===== src/rtl/ram_write_arbiter_if.sv =====
// rtl/ram_write_arbiter_if.sv - producer handshake and RAM write-port bundle for ram_write_arbiter
interface ram_write_arbiter_if #(
  parameter int ADDR_W = 14
);
  logic              i_req0_valid;
  logic              o_req0_ready;
  logic [63:0]       i_req0_data;
  logic [7:0]        i_req0_byteen;
  logic              i_req1_valid;
  logic              o_req1_ready;
  logic [63:0]       i_req1_data;
  logic [7:0]        i_req1_byteen;
  logic [63:0]       o_data;
  logic [ADDR_W-1:0] o_address;
  logic [7:0]        o_byteen;
  logic              o_wbit;

  // Arbiter side: consumes producer requests, drives the RAM port.
  modport slave (
    input  i_req0_valid, i_req0_data, i_req0_byteen,
    input  i_req1_valid, i_req1_data, i_req1_byteen,
    output o_req0_ready, o_req1_ready,
    output o_data, o_address, o_byteen, o_wbit
  );

  // Producer/RAM side: drives requests, observes grants and the write port.
  modport master (
    output i_req0_valid, i_req0_data, i_req0_byteen,
    output i_req1_valid, i_req1_data, i_req1_byteen,
    input  o_req0_ready, o_req1_ready,
    input  o_data, o_address, o_byteen, o_wbit
  );
endinterface


===== src/rtl/ram_write_arbiter.sv =====
// rtl/ram_write_arbiter.sv - round-robin two-channel arbiter owning the sample-RAM ring-buffer write port
module ram_write_arbiter #(
  parameter int ADDR_W       = 14,
  parameter int BASE_ADDR    = 0,
  parameter int LAST_ADDR    = 16383,
  parameter int GAP_CYCLES   = 1,
  parameter int STOP_ON_WRAP = 0
) (
  input  logic                 i_clk,
  input  logic                 i_rst,
  input  logic                 i_en,
  ram_write_arbiter_if.slave   bus,
  output logic                 o_last_grant,
  output logic                 o_wrapped,
  output logic                 o_halted,
  output logic [31:0]          o_word_count
);

  typedef enum logic [1:0] {IDLE, WRITE, GAP} state_t;

  localparam logic [ADDR_W-1:0] BASE     = ADDR_W'(BASE_ADDR);
  localparam logic [ADDR_W-1:0] LAST     = ADDR_W'(LAST_ADDR);
  // Final count value in GAP; unused when GAP_CYCLES is 0 since GAP is never entered.
  localparam logic [7:0]        GAP_LAST = 8'(GAP_CYCLES - 1);

  state_t            state;
  state_t            state_next;
  logic [ADDR_W-1:0] ptr;
  logic [7:0]        gap_cnt;
  logic [63:0]       data_q;
  logic [ADDR_W-1:0] addr_q;
  logic [7:0]        be_q;
  logic              wbit_q;
  logic              grant0;
  logic              grant1;
  logic              accept;

  assign accept           = grant0 | grant1;
  assign bus.o_req0_ready = grant0;
  assign bus.o_req1_ready = grant1;
  assign bus.o_data       = data_q;
  assign bus.o_address    = addr_q;
  assign bus.o_byteen     = be_q;
  assign bus.o_wbit       = wbit_q;

  // State register.
  always_ff @(posedge i_clk) begin
    if (i_rst) begin
      state <= IDLE;
    end else begin
      state <= state_next;
    end
  end

  // Next state and grant decode; grants only open in IDLE and never while reset is asserted.
  always_comb begin
    grant0     = 1'b0;
    grant1     = 1'b0;
    state_next = state;
    case (state)
      IDLE: begin
        if (i_en && !o_halted && !i_rst) begin
          if (bus.i_req0_valid && bus.i_req1_valid) begin
            if (o_last_grant) grant0 = 1'b1;
            else              grant1 = 1'b1;
          end else if (bus.i_req0_valid) begin
            grant0 = 1'b1;
          end else if (bus.i_req1_valid) begin
            grant1 = 1'b1;
          end
        end
        if (grant0 || grant1) state_next = WRITE;
      end
      WRITE:   state_next = (GAP_CYCLES > 0) ? GAP : IDLE;
      GAP:     if (gap_cnt == GAP_LAST) state_next = IDLE;
      default: state_next = IDLE;
    endcase
  end

  // Output registers, ring pointer, gap counter and status; the accepted word is latched on the accept edge.
  always_ff @(posedge i_clk) begin
    if (i_rst) begin
      ptr          <= BASE;
      gap_cnt      <= 8'd0;
      data_q       <= 64'd0;
      addr_q       <= BASE;
      be_q         <= 8'd0;
      wbit_q       <= 1'b0;
      o_last_grant <= 1'b1;
      o_wrapped    <= 1'b0;
      o_halted     <= 1'b0;
      o_word_count <= 32'd0;
    end else begin
      wbit_q <= accept;
      if (accept) begin
        data_q       <= grant1 ? bus.i_req1_data : bus.i_req0_data;
        be_q         <= grant1 ? bus.i_req1_byteen : bus.i_req0_byteen;
        addr_q       <= ptr;
        o_last_grant <= grant1;
      end
      if (state == WRITE) begin
        ptr <= (ptr == LAST) ? BASE : ptr + ADDR_W'(1);
        if (o_word_count != 32'hFFFF_FFFF) o_word_count <= o_word_count + 32'd1;
        if (addr_q == LAST) begin
          o_wrapped <= 1'b1;
          if (STOP_ON_WRAP != 0) o_halted <= 1'b1;
        end
      end
      gap_cnt <= (state == GAP) ? gap_cnt + 8'd1 : 8'd0;
    end
  end

endmodule

===== src/flat_wrapper.sv =====
// flat-port wrapper written by rule: the top's interface ports become plain ports
module ram_write_arbiter_flat 
#(
  parameter int ADDR_W       = 14,
  parameter int BASE_ADDR    = 0,
  parameter int LAST_ADDR    = 16383,
  parameter int GAP_CYCLES   = 1,
  parameter int STOP_ON_WRAP = 0
)
  (i_clk, i_rst, i_en, o_last_grant, o_wrapped, o_halted, o_word_count, bus_i_req0_valid, bus_i_req0_data, bus_i_req0_byteen, bus_i_req1_valid, bus_i_req1_data, bus_i_req1_byteen, bus_o_req0_ready, bus_o_req1_ready, bus_o_data, bus_o_address, bus_o_byteen, bus_o_wbit);
  ram_write_arbiter_if #(.ADDR_W(ADDR_W)) bus_i ();
  input  logic i_clk;
  input  logic i_rst;
  input  logic i_en;
  output logic o_last_grant;
  output logic o_wrapped;
  output logic o_halted;
  output logic [31:0] o_word_count;
  input wire logic [$bits(bus_i.i_req0_valid)-1:0] bus_i_req0_valid;
  input wire logic [$bits(bus_i.i_req0_data)-1:0] bus_i_req0_data;
  input wire logic [$bits(bus_i.i_req0_byteen)-1:0] bus_i_req0_byteen;
  input wire logic [$bits(bus_i.i_req1_valid)-1:0] bus_i_req1_valid;
  input wire logic [$bits(bus_i.i_req1_data)-1:0] bus_i_req1_data;
  input wire logic [$bits(bus_i.i_req1_byteen)-1:0] bus_i_req1_byteen;
  output wire logic [$bits(bus_i.o_req0_ready)-1:0] bus_o_req0_ready;
  output wire logic [$bits(bus_i.o_req1_ready)-1:0] bus_o_req1_ready;
  output wire logic [$bits(bus_i.o_data)-1:0] bus_o_data;
  output wire logic [$bits(bus_i.o_address)-1:0] bus_o_address;
  output wire logic [$bits(bus_i.o_byteen)-1:0] bus_o_byteen;
  output wire logic [$bits(bus_i.o_wbit)-1:0] bus_o_wbit;
  assign bus_i.i_req0_valid = bus_i_req0_valid;
  assign bus_i.i_req0_data = bus_i_req0_data;
  assign bus_i.i_req0_byteen = bus_i_req0_byteen;
  assign bus_i.i_req1_valid = bus_i_req1_valid;
  assign bus_i.i_req1_data = bus_i_req1_data;
  assign bus_i.i_req1_byteen = bus_i_req1_byteen;
  assign bus_o_req0_ready = bus_i.o_req0_ready;
  assign bus_o_req1_ready = bus_i.o_req1_ready;
  assign bus_o_data = bus_i.o_data;
  assign bus_o_address = bus_i.o_address;
  assign bus_o_byteen = bus_i.o_byteen;
  assign bus_o_wbit = bus_i.o_wbit;
  ram_write_arbiter #(.ADDR_W(ADDR_W), .BASE_ADDR(BASE_ADDR), .LAST_ADDR(LAST_ADDR), .GAP_CYCLES(GAP_CYCLES), .STOP_ON_WRAP(STOP_ON_WRAP)) u_core (.i_clk(i_clk), .i_rst(i_rst), .i_en(i_en), .bus(bus_i), .o_last_grant(o_last_grant), .o_wrapped(o_wrapped), .o_halted(o_halted), .o_word_count(o_word_count));
endmodule

===== config.mk =====
export PLATFORM = sky130hd
export DESIGN_NAME = ram_write_arbiter_flat
export DESIGN_NICKNAME = d
export VERILOG_FILES = /design/src/rtl/ram_write_arbiter_if.sv /design/src/rtl/ram_write_arbiter.sv /design/src/flat_wrapper.sv
export SDC_FILE = /design/constraint.sdc
export NUM_CORES = 1
export LEC_CHECK = 0
export CORE_ASPECT_RATIO = 1.4
export CORE_MARGIN = 2
export CORE_UTILIZATION = 39
export DETAILED_ROUTE_END_ITERATION = 10
export PLACE_DENSITY = 0.78
export SYNTH_ARGS = -nofsm -noshare
export SYNTH_HDL_FRONTEND = slang
export SYNTH_SLANG_ARGS = --single-unit

===== constraint.sdc =====
create_clock -name i_clk -period 1.9 [get_ports i_clk]
set_clock_uncertainty 0.2 [all_clocks]
set_input_delay 0.38 -clock i_clk [delete_from_list [all_inputs] [get_ports i_clk]]
set_output_delay 0.38 -clock i_clk [all_outputs]
set_load 0.01 [all_outputs]

==> impl_results.md <==
- Status: complete, but fails checks
- Failing checks: setup timing
- Max incr delay on CP: 0.40 ns
- Reg2reg start: u_core.o_word_count[17]$_SDFFE_PP0P_
- #FFs+latches synth: 145
- Final WL: 25,400 um
- DRC viols: 0
- Post-place instance area: 9791 um2
- Initial antenna violation count: 1
- EDFF count, synth: 0
- Site Rows: 55
- Routability congestion estimate from global placement: 0.9031
- Fin crit share: 113.6%
- Synth Flop Type: dfxtp_1
- DRT Pass-1 Iters: 5
- Clock latency at the later pin of the worst-skew pair: 0.43 ns
- Met3 wire len: 2405 um
- Clock-pin slew on the worst setup and hold paths: 0.06 ns
- WHS: 0.2650 ns
- Crit path max-delay family: simple AND/OR/NAND/NOR gates
- Hold depth: 2
- Yosys warning count: 0
- CP max stage cell: or3_4
- Cells after Synth: 796
- Post-synth top area share: 45.64%
- Clock buffer count from CTS: 17
- Top cells by area, synth: dfxtp_1 (46%), nand2_1 (11%), a311oi_1 (9.9%)
- Post-synth top area cell: dfxtp_1
- RR Endpoint: u_core.o_word_count[14]$_SDFFE_PP0P_
- CP Capture Type: flip-flop
- Number of fill cells: 1,255
- Distinct cells, synth: 50
- M1 WL: 9252 um
- Uppermost routed layer: met5
- CTS tree: built
- FMAX: 463.2 MHz
- Number of global-route vias before repair: 7,050
- P&R area growth vs syn: 75.86%
- First-pass GRT wire length: 36,290 um
- DR iter-0 viols: 545
- Pin count of the biggest net entering global routing: 74
- Clock sinks: 145
- Die width: 111.9 um
- Initial Util: 39.66%
- Setup CP Type: flip-flop to flip-flop
- Port Buffers: 271
- GRT Total Usage: 26.45%
- R2r setup slk: -0.26 ns
- Count of final setup violators: 100
- Multi-input logic area: 3606 um2
- Clock tree buffer depth: 2
- Seq. cell area: 2930 um2
- Post-DR vias/cell: 5.547
- Slew Limit Fails: 0
- Setup WS post-layout: -0.2588 ns
- Critical Path Start Type: flip-flop
- Sequential share of the synthesized area: 45.64%
- Root buffer cell: clkbuf_16
- Worst Min Path Start: u_core.o_wrapped$_SDFFE_PP0P_
- Measured slew at the worst slew-check pin: 0.8670 ns
- GR Overflow Total: 0
- DR vias: 7,516
- Core Footprint: 16,030 um2
- # IOs: 273
- RSZ-0062 raised after global routing: true
- Max FO, Critical Path: 6
- # hold bufs at CTS: 0
- Antenna Nets Post-Route: 0
- Most used cell, CP: buf_4
- Mapped Avg Cell Area: 7.990 um2
- WP buf/inv: 2
- Final Hold Viols: 0
- Post-Synthesis Cell Area: 6360 um2
- Register-to-Register Path Depth: 7
- Worst Path Required: 1.98 ns
- Crit path launch: u_core.o_word_count[17]$_SDFFE_PP0P_
- Net Count, Synth: 949
- Met2 Wirelength: 12,740 um
- Slew headroom: 42.20%
- CP arrival: 2.24 ns
- Max IR drop VDD: 0.0006588 V
- Wire per inst: 18.74 um
- Post-route cell area: 11,180 um2
- Detailed placement HPWL: 16,090 um
- Die Height: 155.1 um
- Final worst path period need: 2.159 ns
- Final #Nets: 1,296
- Crit-path cells: nand4_1 -> buf_4 -> or3_4 -> o211ai_1 -> buf_4 -> xor2_1 -> nor2_1
- Worst Hold Class: flip-flop to flip-flop
- Max-Cap Viols: 0
- Async S/R FF share, synth: 0%
- DIE AREA: 17,360 um2
- Leakage power: 4.751 nW
- PD cells: 673.4 nW/um2
- WHS Endpoint: u_core.o_wrapped$_SDFFE_PP0P_
- Htree depth: 4
- Setup TNS: -8.118 ns
- Share of layout cells above drive strength 1: 21.56%
==> routing by layer <==
layer  global-route usage, %  vias up
li1                        -     3505
met2                   45.19      388
met4                   12.35        2
met1                   29.44     3553
met5                   2.319        -
met3                   8.960       68
==> cells in the mapped netlist (all sizes together), types with 4 or more instances <==
cell	n
a21oi	41
a311oi	72
nand2	193
and2	4
clkbuf	40
nor2	110
nand4	21
or4	4
xor2	19
o31ai	4
nor3	5
o21ai	21
dfxtp	145
and3	7
buf	14
and4	9
inv	11
ha	4
nand2b	4
or3	19
nand3	21
==> worst max path at each step <==
stage / cells after the start / endpoint / slack (ns)
4_1_cts: 5 / bus_o_req0_ready / -0.19
3_3_place_gp: 6 / bus_o_req0_ready / -0.65
6_report: 7 / u_core.o_word_count[14]$_SDFFE_PP0P_ / -0.26
2_1_floorplan: 5 / u_core.o_word_count[12]$_SDFFE_PP0P_ / -0.004
5_1_grt: 7 / u_core.o_word_count[14]$_SDFFE_PP0P_ / -0.33
3_5_place_dp: 7 / u_core.bus.o_data[32]$_SDFFE_PP0P_ / -0.71
==> per-stage QoR <==
step	std cells	setup WS, ns	total power [mW]	util (%)
after CTS	1338	-0.1937	7.506	66.59
final	1355	-0.2588	7.532	69.75
after detailed placement	1290	-0.7125	4.193	61.06
after global placement	1290	-0.6501	4.178	61.06
after global routing	1355	-0.3315	7.751	69.75
after floorplan	796	-0.003630	3.555	-
==> worst register-to-register path: stages, from the launching register on <==
cell and delay (ns):
dfxtp_2 0.33, nand4_1 0.18, buf_4 0.21, or3_4 0.40, o211ai_1 0.30, buf_4 0.21
xor2_1 0.14, nor2_1 0.05
==> where the power goes <==
part / internal [mW] / leakage, nW / switching, mW / total [mW]
registers: 3.14 / 1.19 / 0.0597 / 3.20
clock network: 1.97 / 0.277 / 1.36 / 3.33
logic: 0.565 / 3.29 / 0.439 / 1.00
total: 5.68 / 4.75 / 1.86 / 7.53
==> flip-flops by register name, summed over array words and instances (netlist names) <==
register,flops
u_core.bus.o_data,64
u_core.o_word_count,32
u_core.bus.o_address,14
u_core.ptr,14
u_core.bus.o_byteen,8
u_core.gap_cnt,8
u_core.state,2
u_core.bus.o_wbit,1
u_core.o_last_grant,1
u_core.o_wrapped,1
==> kinds of logic after synthesis <==
kind of cell	share of synthesized area (%)
AO/OA/AOI/OAI	16.90
XOR/XNOR	3.030
adder cells (fa/ha/maj)	0.7870
buffers and inverters	4.190
flip-flops	45.64
multiplexers	0.5115
other	0.05896
AND/OR/NAND/NOR	28.88
==> placed cells by master, fill, tap and decap left out, drive strengths merged, types with 19 or more instances in the layout <==
master and instances:
a21oi 41, a311oi 72, buf 109, clkbuf 25, clkdlybuf4s50 147, dfxtp 145
dlygate4sd2 111, nand2 193, nand3 21, nand4 21, nor2 110, o21ai 22
or3 19, xor2 19
==> final cells by class <==
| type | count | area share [%] |
|---|---|---|
| Clock inverter | 11 | 1.152 |
| Tap cell | 199 | 2.226 |
| Antenna cell | 1 | 0.02237 |
| Sequential cell | 145 | 26.20 |
| Inverter | 11 | 0.4139 |
| Clock buffer | 20 | 3.994 |
| Multi-Input combinational cell | 587 | 32.24 |
| Timing Repair Buffer | 381 | 33.75 |
==> what timing repair did <==
item | CTS | global route
setup endpoints to repair | 213 | 117
buffers inserted | 13 | 14
gates cloned | 6 | 5
pin swaps | 39 | 43
resized for setup | 177 | 92
(Power assumes the default switching activity.)
